==> src/rtl/hazard_pkg.sv <==
// Shared constants for the RV32I hazard controller: forward selects and result-source codes.
// No logic, so no latency and no backpressure.
package hazard_pkg;

    typedef logic [1:0] fwd_sel_t;

    localparam fwd_sel_t FWD_RF  = 2'b00;
    localparam fwd_sel_t FWD_WB  = 2'b01;
    localparam fwd_sel_t FWD_MEM = 2'b10;

    localparam logic [1:0] RES_LOAD = 2'b01;

endpackage

==> src/rtl/reg_scoreboard.sv <==
// Pending-write bit per architectural register for the multi-cycle MDU; set wins over clear.
// Updates land on the next edge; reads bypass a same-cycle clear. Never stalls by itself.
module reg_scoreboard #(
    parameter int REG_ADDR_W = 5
) (
    input  logic                  clk,
    input  logic                  rst,
    input  logic                  i_set_en,
    input  logic [REG_ADDR_W-1:0] i_set_addr,
    input  logic                  i_clr_en,
    input  logic [REG_ADDR_W-1:0] i_clr_addr,
    input  logic [REG_ADDR_W-1:0] i_rd1_addr,
    input  logic [REG_ADDR_W-1:0] i_rd2_addr,
    input  logic [REG_ADDR_W-1:0] i_waw_addr,
    output logic                  o_rd1_busy,
    output logic                  o_rd2_busy,
    output logic                  o_waw_busy
);

    localparam int DEPTH = 2**REG_ADDR_W;

    logic [DEPTH-1:0] r_pending;
    logic [DEPTH-1:0] w_set_mask;
    logic [DEPTH-1:0] w_clr_mask;
    logic [DEPTH-1:0] w_eff;

    always_comb begin
        w_set_mask = '0;
        w_clr_mask = '0;
        if (i_set_en) w_set_mask[i_set_addr] = 1'b1;
        if (i_clr_en) w_clr_mask[i_clr_addr] = 1'b1;
        // x0 can never be pending, so it never blocks anything
        w_set_mask[0] = 1'b0;
    end

    always_ff @(posedge clk or negedge rst) begin
        if (!rst) r_pending <= '0;
        else      r_pending <= (r_pending & ~w_clr_mask) | w_set_mask;
    end

    // The MDU writes the register file in the first half of writeback, so readers see it now
    assign w_eff = r_pending & ~w_clr_mask;

    assign o_rd1_busy = w_eff[i_rd1_addr];
    assign o_rd2_busy = w_eff[i_rd2_addr];
    assign o_waw_busy = w_eff[i_waw_addr];

endmodule

==> src/rtl/hazard_sb_unit.sv <==
// Hazard controller for the 5-stage core: EX forwarding, load-use/MDU stalls, branch flush, memory-wait freeze.
// All controls are same-cycle combinational; scoreboard and StallCount update on the next edge.
module hazard_sb_unit
    import hazard_pkg::*;
#(
    parameter int REG_ADDR_W = 5,
    parameter int CNT_W      = 16,
    parameter int RESULT_W   = 2
) (
    input  logic                  clk,
    input  logic                  rst,
    input  logic [REG_ADDR_W-1:0] Rs1D,
    input  logic [REG_ADDR_W-1:0] Rs2D,
    input  logic [REG_ADDR_W-1:0] RdD,
    input  logic                  RegWriteD,
    input  logic [REG_ADDR_W-1:0] Rs1E,
    input  logic [REG_ADDR_W-1:0] Rs2E,
    input  logic [REG_ADDR_W-1:0] RdE,
    input  logic                  RegWriteE,
    input  logic [RESULT_W-1:0]   ResultSrcE,
    input  logic                  LongOpE,
    input  logic                  PCSrcE,
    input  logic [REG_ADDR_W-1:0] RdM,
    input  logic                  RegWriteM,
    input  logic                  MemReadyM,
    input  logic [REG_ADDR_W-1:0] RdW,
    input  logic                  RegWriteW,
    input  logic                  LongDoneW,
    input  logic [REG_ADDR_W-1:0] LongRdW,
    output logic [1:0]            ForwardAE,
    output logic [1:0]            ForwardBE,
    output logic                  StallF,
    output logic                  StallD,
    output logic                  StallE,
    output logic                  StallM,
    output logic                  FlushD,
    output logic                  FlushE,
    output logic                  FlushW,
    output logic [CNT_W-1:0]      StallCount
);

    logic            w_rs1_busy;
    logic            w_rs2_busy;
    logic            w_rd_busy;
    logic            w_lw;
    logic            w_sb;
    logic            w_mw;
    fwd_sel_t        w_fwd_a;
    fwd_sel_t        w_fwd_b;
    logic            w_stall_f;
    logic            w_stall_d;
    logic            w_stall_e;
    logic            w_stall_m;
    logic            w_flush_d;
    logic            w_flush_e;
    logic            w_flush_w;
    logic [CNT_W-1:0] r_stall_cnt;

    reg_scoreboard #(
        .REG_ADDR_W (REG_ADDR_W)
    ) u_sb (
        .clk        (clk),
        .rst        (rst),
        .i_set_en   (LongOpE & MemReadyM),
        .i_set_addr (RdE),
        .i_clr_en   (LongDoneW),
        .i_clr_addr (LongRdW),
        .i_rd1_addr (Rs1D),
        .i_rd2_addr (Rs2D),
        .i_waw_addr (RdD),
        .o_rd1_busy (w_rs1_busy),
        .o_rd2_busy (w_rs2_busy),
        .o_waw_busy (w_rd_busy)
    );

    always_comb begin
        w_fwd_a = FWD_RF;
        w_fwd_b = FWD_RF;
        if (rst) begin
            if (RegWriteM && (RdM != '0) && (Rs1E == RdM))      w_fwd_a = FWD_MEM;
            else if (RegWriteW && (RdW != '0) && (Rs1E == RdW)) w_fwd_a = FWD_WB;
            if (RegWriteM && (RdM != '0) && (Rs2E == RdM))      w_fwd_b = FWD_MEM;
            else if (RegWriteW && (RdW != '0) && (Rs2E == RdW)) w_fwd_b = FWD_WB;
        end
    end

    assign w_lw = (ResultSrcE == RESULT_W'(RES_LOAD)) && RegWriteE && (RdE != '0)
                  && ((Rs1D == RdE) || (Rs2D == RdE));
    // The RdD term keeps a younger writer from landing before the MDU result (WAW)
    assign w_sb = w_rs1_busy || w_rs2_busy || (RegWriteD && w_rd_busy);
    assign w_mw = !MemReadyM;

    always_comb begin
        w_stall_f = 1'b0;
        w_stall_d = 1'b0;
        w_stall_e = 1'b0;
        w_stall_m = 1'b0;
        w_flush_d = 1'b0;
        w_flush_e = 1'b0;
        w_flush_w = 1'b0;
        if (!rst) begin
            w_stall_f = 1'b0;
        end else if (w_mw) begin
            // Freeze everything; a taken branch stays in E and is re-evaluated afterwards
            w_stall_f = 1'b1;
            w_stall_d = 1'b1;
            w_stall_e = 1'b1;
            w_stall_m = 1'b1;
            w_flush_w = 1'b1;
        end else if (PCSrcE) begin
            w_flush_d = 1'b1;
            w_flush_e = 1'b1;
        end else if (w_lw || w_sb) begin
            w_stall_f = 1'b1;
            w_stall_d = 1'b1;
            w_flush_e = 1'b1;
        end
    end

    always_ff @(posedge clk or negedge rst) begin
        if (!rst)                                      r_stall_cnt <= '0;
        else if (w_stall_f && (r_stall_cnt != '1))     r_stall_cnt <= r_stall_cnt + CNT_W'(1);
    end

    assign ForwardAE  = w_fwd_a;
    assign ForwardBE  = w_fwd_b;
    assign StallF     = w_stall_f;
    assign StallD     = w_stall_d;
    assign StallE     = w_stall_e;
    assign StallM     = w_stall_m;
    assign FlushD     = w_flush_d;
    assign FlushE     = w_flush_e;
    assign FlushW     = w_flush_w;
    assign StallCount = r_stall_cnt;

endmodule

==> config.mk <==
export PLATFORM = sky130hd
export DESIGN_NAME = hazard_sb_unit
export DESIGN_NICKNAME = d
export VERILOG_FILES = /design/src/rtl/hazard_pkg.sv /design/src/rtl/reg_scoreboard.sv /design/src/rtl/hazard_sb_unit.sv
export SDC_FILE = /design/constraint.sdc
export NUM_CORES = 1
export LEC_CHECK = 0
export ABC_AREA = 1
export CAP_MARGIN = 20
export CORE_MARGIN = 8
export CORE_UTILIZATION = 45
export DETAILED_ROUTE_END_ITERATION = 7
export GPL_TIMING_DRIVEN = 0
export PLACE_DENSITY_LB_ADDON = 0.3
export SETUP_SLACK_MARGIN = 0.4
export SLEW_MARGIN = 10
export SYNTH_ARGS = -nofsm -noshare
export SYNTH_HDL_FRONTEND = slang
export SYNTH_SLANG_ARGS = --single-unit
==> constraint.sdc <==
create_clock -name clk -period 12.1 [get_ports clk]
set_clock_uncertainty 0.05 [all_clocks]
set_input_delay 3.63 -clock clk [delete_from_list [all_inputs] [get_ports clk]]
set_output_delay 3.63 -clock clk [all_outputs]
set_load 0.01 [all_outputs]
* Word-level counts from Yosys, hierarchy flattened
Cells that the tools add are included.
** Storage, ports and cells
- Register bits :: 48
- Output and inout bits :: 27
- Input port bits :: 57
- Bits in writable memories :: 0
- Bits in read-only memories :: 0
- Bits in latches :: 0
- Memories kept :: 0
** Cells by class
- Div/mod/pow operators :: 0
- Shift-type cells :: 0
- Bitwise logic cells :: 4
- Equality and inequality tests :: 8
- Add/subtract/negate cells :: 1
- Multipliers :: 0
- Muxes and demuxes :: 30
- $lt $le $gt $ge :: 7
- Reduce and logical (&&, ||, !) cells :: 20
** Operator list (number)
- 32-bit 2-to-1 mux :: 2
- 32-bit bitwise AND :: 1
- 32-bit inverter :: 1
- 32-bit bitwise OR :: 1
- 5-bit equality test :: 6
- 5-bit by 6-bit less-than comparator with 1-bit output, second input constant :: 5
- 1-bit 2-to-1 mux :: 19
- 16-bit by 1-bit adder with 16-bit output, second input constant :: 1
- 16-bit inequality test, second input constant :: 1
- 1-bit binary-select mux with 5-bit select :: 3
- 5-bit nonzero test :: 3
- 1-bit logical AND :: 13
- 1-bit demux with 5-bit select :: 2
- 5-bit by 1-bit >= comparator with 1-bit output, second input constant :: 2
- 2-bit 2-to-1 mux :: 4
- 1-bit logical OR :: 4
- 2-bit by 1-bit equality test with 1-bit output, second input constant :: 1
- 1-bit bitwise AND :: 1

* Depth between registers and ports, before layout
Gate-level depths: netlist of the first run.
- Depth in word-level cells :: 17
- Depth in mapped cells :: 21
- Gate-level depth less buffers :: 19

* Hierarchy
A second synthesis of the first run with hierarchy kept.
** Unflattened totals
- Cell total of the unflattened synthesis :: 639
- Area total of the unflattened synthesis :: 4023.9 µm²
** By module, submodules not included
- reg_scoreboard :: cells each 403, seq. area each 800.8 µm², times used 1, area each 2481.1 µm²
- hazard_sb_unit :: cells each 236, seq. area each 400.4 µm², times used 1, area each 1542.7 µm²

* Worst setup path before layout of the first run
No wires, ideal clock.
- Path kind :: input to output
- Start point :: input Rs1D[0]
- End point :: output StallF
- Arrival :: 5.216 ns
- Stages :: 14
- Path buffers :: 4
- Required time :: 8.420 ns
- Slack :: 3.204 ns
- Cells stage by stage :: buf_4 -> clkinv_1 -> buf_2 -> nand2_1 -> nand4_1 -> o41ai_1 -> nand2_1 -> nand2_1 -> nor2_1 -> nand3_2 -> nand2_2 -> nand2_4 -> buf_2 -> buf_4
** On the way
- Word-level cells in the longest chain between the ends :: 9
- Elaborated cells on any way between the ends :: 12
** RTL lines
- from (decl) :: line hazard_sb_unit.sv:12 : input logic [REG_ADDR_W-1:0] Rs1D,
- 1-bit binary-select mux with 5-bit select :: line reg_scoreboard.sv:44 : assign o_rd1_busy = w_eff[i_rd1_addr];
- 1-bit 2-to-1 mux (not written as such) :: line reg_scoreboard.sv:44
- 1-bit logical OR (2 in a row) :: line hazard_sb_unit.sv:90 : assign w_sb = w_rs1_busy || w_rs2_busy || (RegWriteD && w_rd_busy);
- 1-bit logical OR * :: line hazard_sb_unit.sv:113 : end else if (w_lw || w_sb) begin
- 1-bit 2-to-1 mux * (4 in a row)
- to (decl) :: line hazard_sb_unit.sv:32 : output logic StallF,
Mark *: on every way between the ends. The rest lies on a longest branch, timed or not. The select of a mux whose other input is x is not followed.

* Final worst setup path of the first run
- Start point :: input LongRdW[3]
- End point :: output StallF
** On the way
- Word-level cells in the longest chain between the ends :: 16
- Elaborated cells on any way between the ends :: 22
** RTL lines
- from (decl) :: line hazard_sb_unit.sv:29 : input logic [REG_ADDR_W-1:0] LongRdW,
- 5-bit by 6-bit less-than comparator with 1-bit output (not written as such) / 5-bit by 1-bit >= comparator with 1-bit output (equally long branches) :: line reg_scoreboard.sv:31 : if (i_clr_en) w_clr_mask[i_clr_addr] = 1'b1;
- 1-bit logical AND (not written as such) :: line reg_scoreboard.sv:31
- 1-bit 2-to-1 mux (not written as such) :: line reg_scoreboard.sv:31
- 1-bit demux with 5-bit select *
- 32-bit 2-to-1 mux * :: line reg_scoreboard.sv:31
- 32-bit inverter * :: line reg_scoreboard.sv:42 : assign w_eff = r_pending & ~w_clr_mask;
- 32-bit bitwise AND * :: line reg_scoreboard.sv:42
- 1-bit binary-select mux with 5-bit select, on equally long branches :: line reg_scoreboard.sv:44, reg_scoreboard.sv:45, reg_scoreboard.sv:46
- 1-bit 2-to-1 mux, on equally long branches :: line reg_scoreboard.sv:44, reg_scoreboard.sv:45, reg_scoreboard.sv:46
- 1-bit logical OR / 1-bit logical AND (equally long branches) :: line hazard_sb_unit.sv:90
- 1-bit logical OR * :: line hazard_sb_unit.sv:90
- 1-bit logical OR * :: line hazard_sb_unit.sv:113
- 1-bit 2-to-1 mux * :: line hazard_sb_unit.sv:113
- 1-bit 2-to-1 mux * :: line hazard_sb_unit.sv:110 : end else if (PCSrcE) begin
- 1-bit 2-to-1 mux * :: line hazard_sb_unit.sv:103 : end else if (w_mw) begin
- 1-bit 2-to-1 mux * :: line hazard_sb_unit.sv:101 : if (!rst) begin
Marks and branches as above.

==> results of run 1 <==
flip-flops by register name, indices dropped and copies added (netlist names):
signal / cells
u_sb.r_pending: 32
StallCount: 16
logic make-up (layout without fill, tap and decap cells):
kind of cell | count (synthesis) | count (layout) | synth area share, %
XOR/XNOR | 34 | 34 | 7.76
flip-flops | 48 | 48 | 31.3
AND/OR/NAND/NOR | 388 | 388 | 44.2
buffers and inverters | 70 | 154 | 7.89
AO/OA/AOI/OAI | 59 | 59 | 8.55
adder cells (fa/ha/maj) | 1 | 1 | 0.326
power breakdown:
part | switching, mW | total [mW] | leakage (nW) | internal (mW)
combinational | 0.102 | 0.176 | 1.69 | 0.0744
clock | 0.0584 | 0.142 | 0.0687 | 0.0832
sequential | 0.0174 | 0.203 | 0.632 | 0.186
total | 0.178 | 0.521 | 2.39 | 0.343
layer usage:
metal / routed length [um] / up-vias
li1: - / 2142
met1: 5220 / 1868
met2: 5960 / 161
met3: 998 / 14
met4: 196 / 0
met5: 0 / -
worst max-delay path by stage:
stage | start | endpoint | slack, ps | cells past startpoint
after detailed placement | LongRdW[3] | StallF | 1650 | 18
after CTS | LongRdW[3] | StallF | 1640 | 18
final | LongRdW[3] | StallF | 1610 | 18
after global routing | LongRdW[3] | StallF | 1430 | 18
after global placement | rst | StallF | 750 | 8
after floorplan | Rs1D[0] | StallF | 3200 | 14
layout by cell type (no fill, tap or decap), types with 5 or more instances in the layout:
cell type and instances:
nor2_1 20, xnor2_1 10, o21ai_0 36, nor3_1 5, nand3_1 128, clkbuf_8 5
nand2_1 215, buf_2 9, dfrtp_1 48, o21ai_1 8, inv_1 46, clkdlybuf4s50_1 74
xor2_1 24, buf_4 6
final cells by class:
class                           instances  area [um^2]
Buffer                                 20          115
Clock inverter                          3         68.8
Timing Repair Buffer                   76          766
Multi-Input combinational cell        482         2330
Sequential cell                        48         1200
Clock buffer                            5         68.8
Fill cell                             804         3390
Tap cell                              105          131
Inverter                               50          188
per-stage QoR:
stage	area [um^2]	hold WS [ps]	cells	setup slack [ps]	utilization, %
finish	4870	485	789	1610	59.0
global route	4870	519	789	1430	59.0
CTS	4870	491	789	1640	59.0
detailed placement	4730	466	781	1650	57.3
global placement	4720	463	780	751	57.1
floorplan	3840	417	600	3200	-
worst max-delay path, stage by stage:
cell and delay [ps]:
clkdlybuf4s50_1 520, inv_1 120, nand3_1 140, o21ai_0 580, nand2_1 100, nand2_1 90, nand2_1 50, nand3_1 100
nand3_1 80, nand2_1 80, nand2_1 50, nand3_1 170, nand3_2 120, nand2_2 90, nand2_4 90, buf_2 200
buf_4 150, clkdlybuf4s50_1 460
==> impl_metrics.py, run 1 <==
metrics = {
    "logic_synthesis": {
        "synth-seq-cells": 48,
        "synth_edf_count": 0,
        "syn_avg_cell_area_um2": 6.39,
        "synth_top_area_cell": "dfrtp_1",
        "ys_async_sr_fraction_pct": 100,
        "synth_most_common_cell": "nand2_1",
        "yosys-top-cells-area": "dfrtp_1 31%, nand2_1 21%, nand3_1 17%, xor2_1 5.5%, o21ai_0 4.7%",
        "yosysWarnings": 0,
        "syn_inst": 600,
        "synth_top_area_share_pct": 31.3,
        "yosysSeqAreaShare_pct": 31.3,
        "ys.flop_type": "dfrtp_1",
        "synth.distinct_cells": 34,
        "synthTopCellsByCount": "215 x nand2_1, 128 x nand3_1, 48 x dfrtp_1",
        "syn_nets": 658,
        "synth_area_mm2": 0.00384,
    },
    "critical_path": {
        "worstPathRequired_ps": 8420,
        "timing.rr.end": "StallCount[7]$_DFFE_PN0P_",
        "reg2reg_slack_ps": 9700,
        "crit_type": "in -> out",
        "start_kind": "primary input",
        "end_kind": "output port",
        "worstPathArrival_ps": 6810,
        "path_max_fanout": 11,
        "worstReg2RegStart": "StallCount[0]$_DFFE_PN0P_",
        "rr_worst_depth": 9,
    },
    "global_route": {
        "grtUsageTotal_pct": 21.5,
        "grtUsageMet3_pct": 4.94,
        "grt_pass1_vias": 4193,
        "grt_max_degree": 29,
        "grt_busiest_layer": "met2",
        "grt_pass1_wl_um": 20400,
        "grtUsageMet2_pct": 36.4,
        "antenna_found_initial": 0,
        "grt-ovfl-total": 0,
        "met1_usage_pct": 26.5,
    },
    "timing": {
        "worst_pin_slew_ps": 664,
        "setup_viol": 0,
        "min_period_ps": 10490,
        "hold_viol": 0,
        "fmax_mhz": 95.3,
        "rsz0062_at_grt": "no",
        "relSlewSlack_pct": 55.3,
        "finalMaxSlewViolations": 0,
        "setup_tns_ps": 0,
        "fin_crit_sh_pct": 86.7,
    },
    "min_path": {
        "whs_path_depth": 2,
        "hold_class": "reg -> reg",
        "worstHoldStart": "StallCount[1]$_DFFE_PN0P_",
        "hold_path_end": "StallCount[1]$_DFFE_PN0P_",
    },
    "detailed_routing": {
        "viasPerCell": 5.30,
        "num_vias": 4185,
        "antenna_left": 0,
        "wl_per_cell_um": 15.7,
        "drc": 0,
        "firstDrtPassIters": 5,
        "wl_um": 12400,
        "drtIter0Drc": 315,
    },
    "floorplan": {
        "core-area_mm2": 0.00826,
        "die-area_mm2": 0.0117,
        "ioPinCount": 84,
        "placementRows": 33,
        "initial_core_util_pct": 46.5,
        "die_h_um": 108,
        "die_x_um": 108,
    },
    "finish": {
        "diodes": 0,
        "syn2layout_area_growth_pct": 27.0,
        "nets": 741,
        "drive_gt1_share_pct": 5.12,
    },
    "placed_design": {
        "port_buffers": 75,
        "dp_hpwl_um": 10000,
        "place_congestion": 0.979,
    },
    "pwr": {
        "power_mw": 0.521,
        "leakagePower_nw": 2.39,
        "ir_drop_uv": 76.9,
        "p_per_area_mw_per_mm2": 107,
    },
    "clock_tree": {
        "post_cts_buffers": 0,
        "cts.root.buffer_cell": "clkbuf_8",
        "cts_num_sinks": 48,
        "postCtsHoldBufs": 0,
        "cts_resized": 0,
        "htreeDepth": 2,
        "cts_buffers": 5,
        "cts_buffer_depth": 2,
        "clkTransAtPathRegs_ps": 90,
        "cts_tree": "done",
        "clock_latency_ps": 310,
    },
    "run_status": {
        "run_status": "complete, no violations",
    },
    "run": {
        "drv_cap": 0,
    },
}
Power figures use the tool's default switching activity.
==> run 2: changes to the inputs <==
--- a/config.mk
+++ b/config.mk
@@ -7,10 +7,10 @@
 export LEC_CHECK = 0
 export ABC_AREA = 1
 export CAP_MARGIN = 20
+export CORE_ASPECT_RATIO = 0.8
 export CORE_MARGIN = 8
 export CORE_UTILIZATION = 45
 export DETAILED_ROUTE_END_ITERATION = 7
-export GPL_TIMING_DRIVEN = 0
 export PLACE_DENSITY_LB_ADDON = 0.3
 export SETUP_SLACK_MARGIN = 0.4
 export SLEW_MARGIN = 10
==> run 2 against run 1 <==
Against the previous run: utilization decreased by 1.7 points; global-route usage increased by 0.41 points; combinational power about the same; final area decreased by 1.5%; critical path type unchanged; largest cell class unchanged; largest power group unchanged.
==> impl_metrics.py, run 2 (synthesis gave the netlist of run 1 again) <==
metrics = {
    "run_status": {
        "run_status": "complete, no violations",
    },
    "floorplan": {
        "die_h_um": 98.6,
        "ioPinCount": 84,
        "initial_core_util_pct": 45.8,
        "core-area_mm2": 0.00837,
        "placementRows": 30,
        "die_x_um": 119,
        "die-area_mm2": 0.0118,
    },
    "global_route": {
        "grt_max_degree": 50,
        "antenna_found_initial": 0,
        "grtUsageTotal_pct": 21.9,
        "grt_pass1_vias": 4340,
        "grt-ovfl-total": 0,
        "grt_pass1_wl_um": 21300,
    },
    "finish": {
        "largest_reg_flops": 32,
        "finalCoreUtilization_pct": 57.3,
        "diodes": 0,
        "nets": 730,
        "drive_gt1_share_pct": 3.12,
        "top_register": "u_sb.r_pending",
        "final_cell_mix": "215 x nand2_1, 128 x nand3_1, 82 x clkdlybuf4s50_1",
        "layout_commonest_cell": "nand2_1",
        "stdcell_area_mm2": 0.00480,
        "syn2layout_area_growth_pct": 25.1,
    },
    "pwr": {
        "ir_drop_uv": 92.8,
        "p_per_area_mw_per_mm2": 101,
        "leakagePower_nw": 2.33,
    },
    "detailed_routing": {
        "wl_um": 12900,
        "drtIter0Drc": 515,
        "viasPerCell": 5.58,
        "antenna_left": 0,
        "num_vias": 4379,
        "firstDrtPassIters": 7,
        "drc": 0,
        "wl_per_cell_um": 16.5,
    },
    "critical_path": {
        "critical_path.cell_chain": "clkdlybuf4s50_1 -> clkinv_1 -> nand2_1 -> nand3_1 -> nand2_1 -> nand2_1 -> nand3b_1 -> nand3_1 -> nand2_1 -> clkinv_1 -> nand3_2 -> nand2_2 -> nand2_4 -> clkdlybuf4s50_1",
        "crit_type": "in -> out",
        "max_stage_delay_ps": 930,
        "path_max_fanout": 19,
        "timing.rr.end": "StallCount[5]$_DFFE_PN0P_",
        "worstPathRequired_ps": 8420,
        "crit_top_cell": "nand2_1",
        "reg2reg_slack_ps": 9330,
        "cpMaxStageDelayCell": "clkdlybuf4s50_1",
        "rr_worst_depth": 9,
        "worstPathArrival_ps": 6930,
        "cp_num_buf_inv": 4,
        "end_kind": "output port",
        "critPathTopFamily": "buffers and inverters",
        "start_kind": "primary input",
        "worstReg2RegStart": "StallCount[0]$_DFFE_PN0P_",
    },
    "min_path": {
        "hold_path_end": "StallCount[1]$_DFFE_PN0P_",
        "worstHoldStart": "StallCount[1]$_DFFE_PN0P_",
        "hold_class": "reg -> reg",
        "whs_path_depth": 2,
    },
    "timing": {
        "setup_viol": 0,
        "worst_pin_slew_ps": 803,
        "hold_viol": 0,
        "rsz0062_at_grt": "no",
        "relSlewSlack_pct": 46.3,
        "finalMaxSlewViolations": 0,
        "fin_crit_sh_pct": 87.7,
        "fin_hold_ws_ps": 491,
        "fmax_mhz": 94.3,
        "min_period_ps": 10610,
        "setup_tns_ps": 0,
    },
    "clock_tree": {
        "cts_resized": 0,
        "htreeDepth": 2,
        "post_cts_buffers": 0,
        "cts.root.buffer_cell": "clkbuf_8",
        "cts_buffer_depth": 2,
        "cts_buffers": 5,
        "clkTransAtPathRegs_ps": 100,
        "cts_num_sinks": 48,
        "postCtsHoldBufs": 0,
        "cts_tree": "done",
        "clock_latency_ps": 310,
    },
    "placed_design": {
        "place_congestion": 0.950,
        "port_buffers": 83,
        "place_area_mm2": 0.00470,
        "dp_hpwl_um": 10100,
    },
    "run": {
        "drv_cap": 0,
    },
}
run 2: worst max path at each step:
stage                       start  endpoint  slack, ps  depth (start not counted)
after floorplan           Rs1D[0]    StallF       3200                         14
after global placement    Rs1D[0]    StallD       1610                         14
after detailed placement  Rs1D[0]    StallF       1610                         12
after CTS                 Rs1D[0]    StallF       1600                         14
after global routing      Rs1D[0]    StallD       1330                         12
final                     Rs1D[0]    StallF       1490                         14
run 2: worst reg2reg max path, stage by stage, from the launching register on:
cell     delay, ps
dfrtp_1        440
ha_1           210
nand3_1        130
nor2_1         240
nand2_1        140
nor2_1         180
nand4_1        650
nand2_4        480
nand2_1        100
nand2_1         70
run 2: layout make-up:
cell class              instances  area (um^2)
flip-flops and latches         48         1200
clock inverters                 2         13.8
inverters                      50          188
clock buffers                   6         82.6
well taps                     112          140
repair buffers                 85          841
fillers                       808         3570
multi-input cells             482         2330
run 2: power by group:
group	internal, mW	switching (mW)
registers	0.186	0.0177
logic	0.0729	0.106
clock network	0.0468	0.0572
run 2: metrics by stage:
step	worst slack (ps)	std cells	power, mW
after floorplan	3200	600	0.306
after global placement	1610	777	0.379
after detailed placement	1610	777	0.382
after CTS	1600	785	0.485
after global routing	1330	785	0.517
final	1490	785	0.486
run 2: metal layers:
layer | GRT usage [%] | vias to the layer above | routed length (um)
met5 | 0 | - | 0
met3 | 5.09 | 26 | 1200
met4 | 8.73 | 0 | 282
met1 | 29.0 | 2012 | 5880
li1 | - | 2112 | -
met2 | 33.7 | 229 | 5580
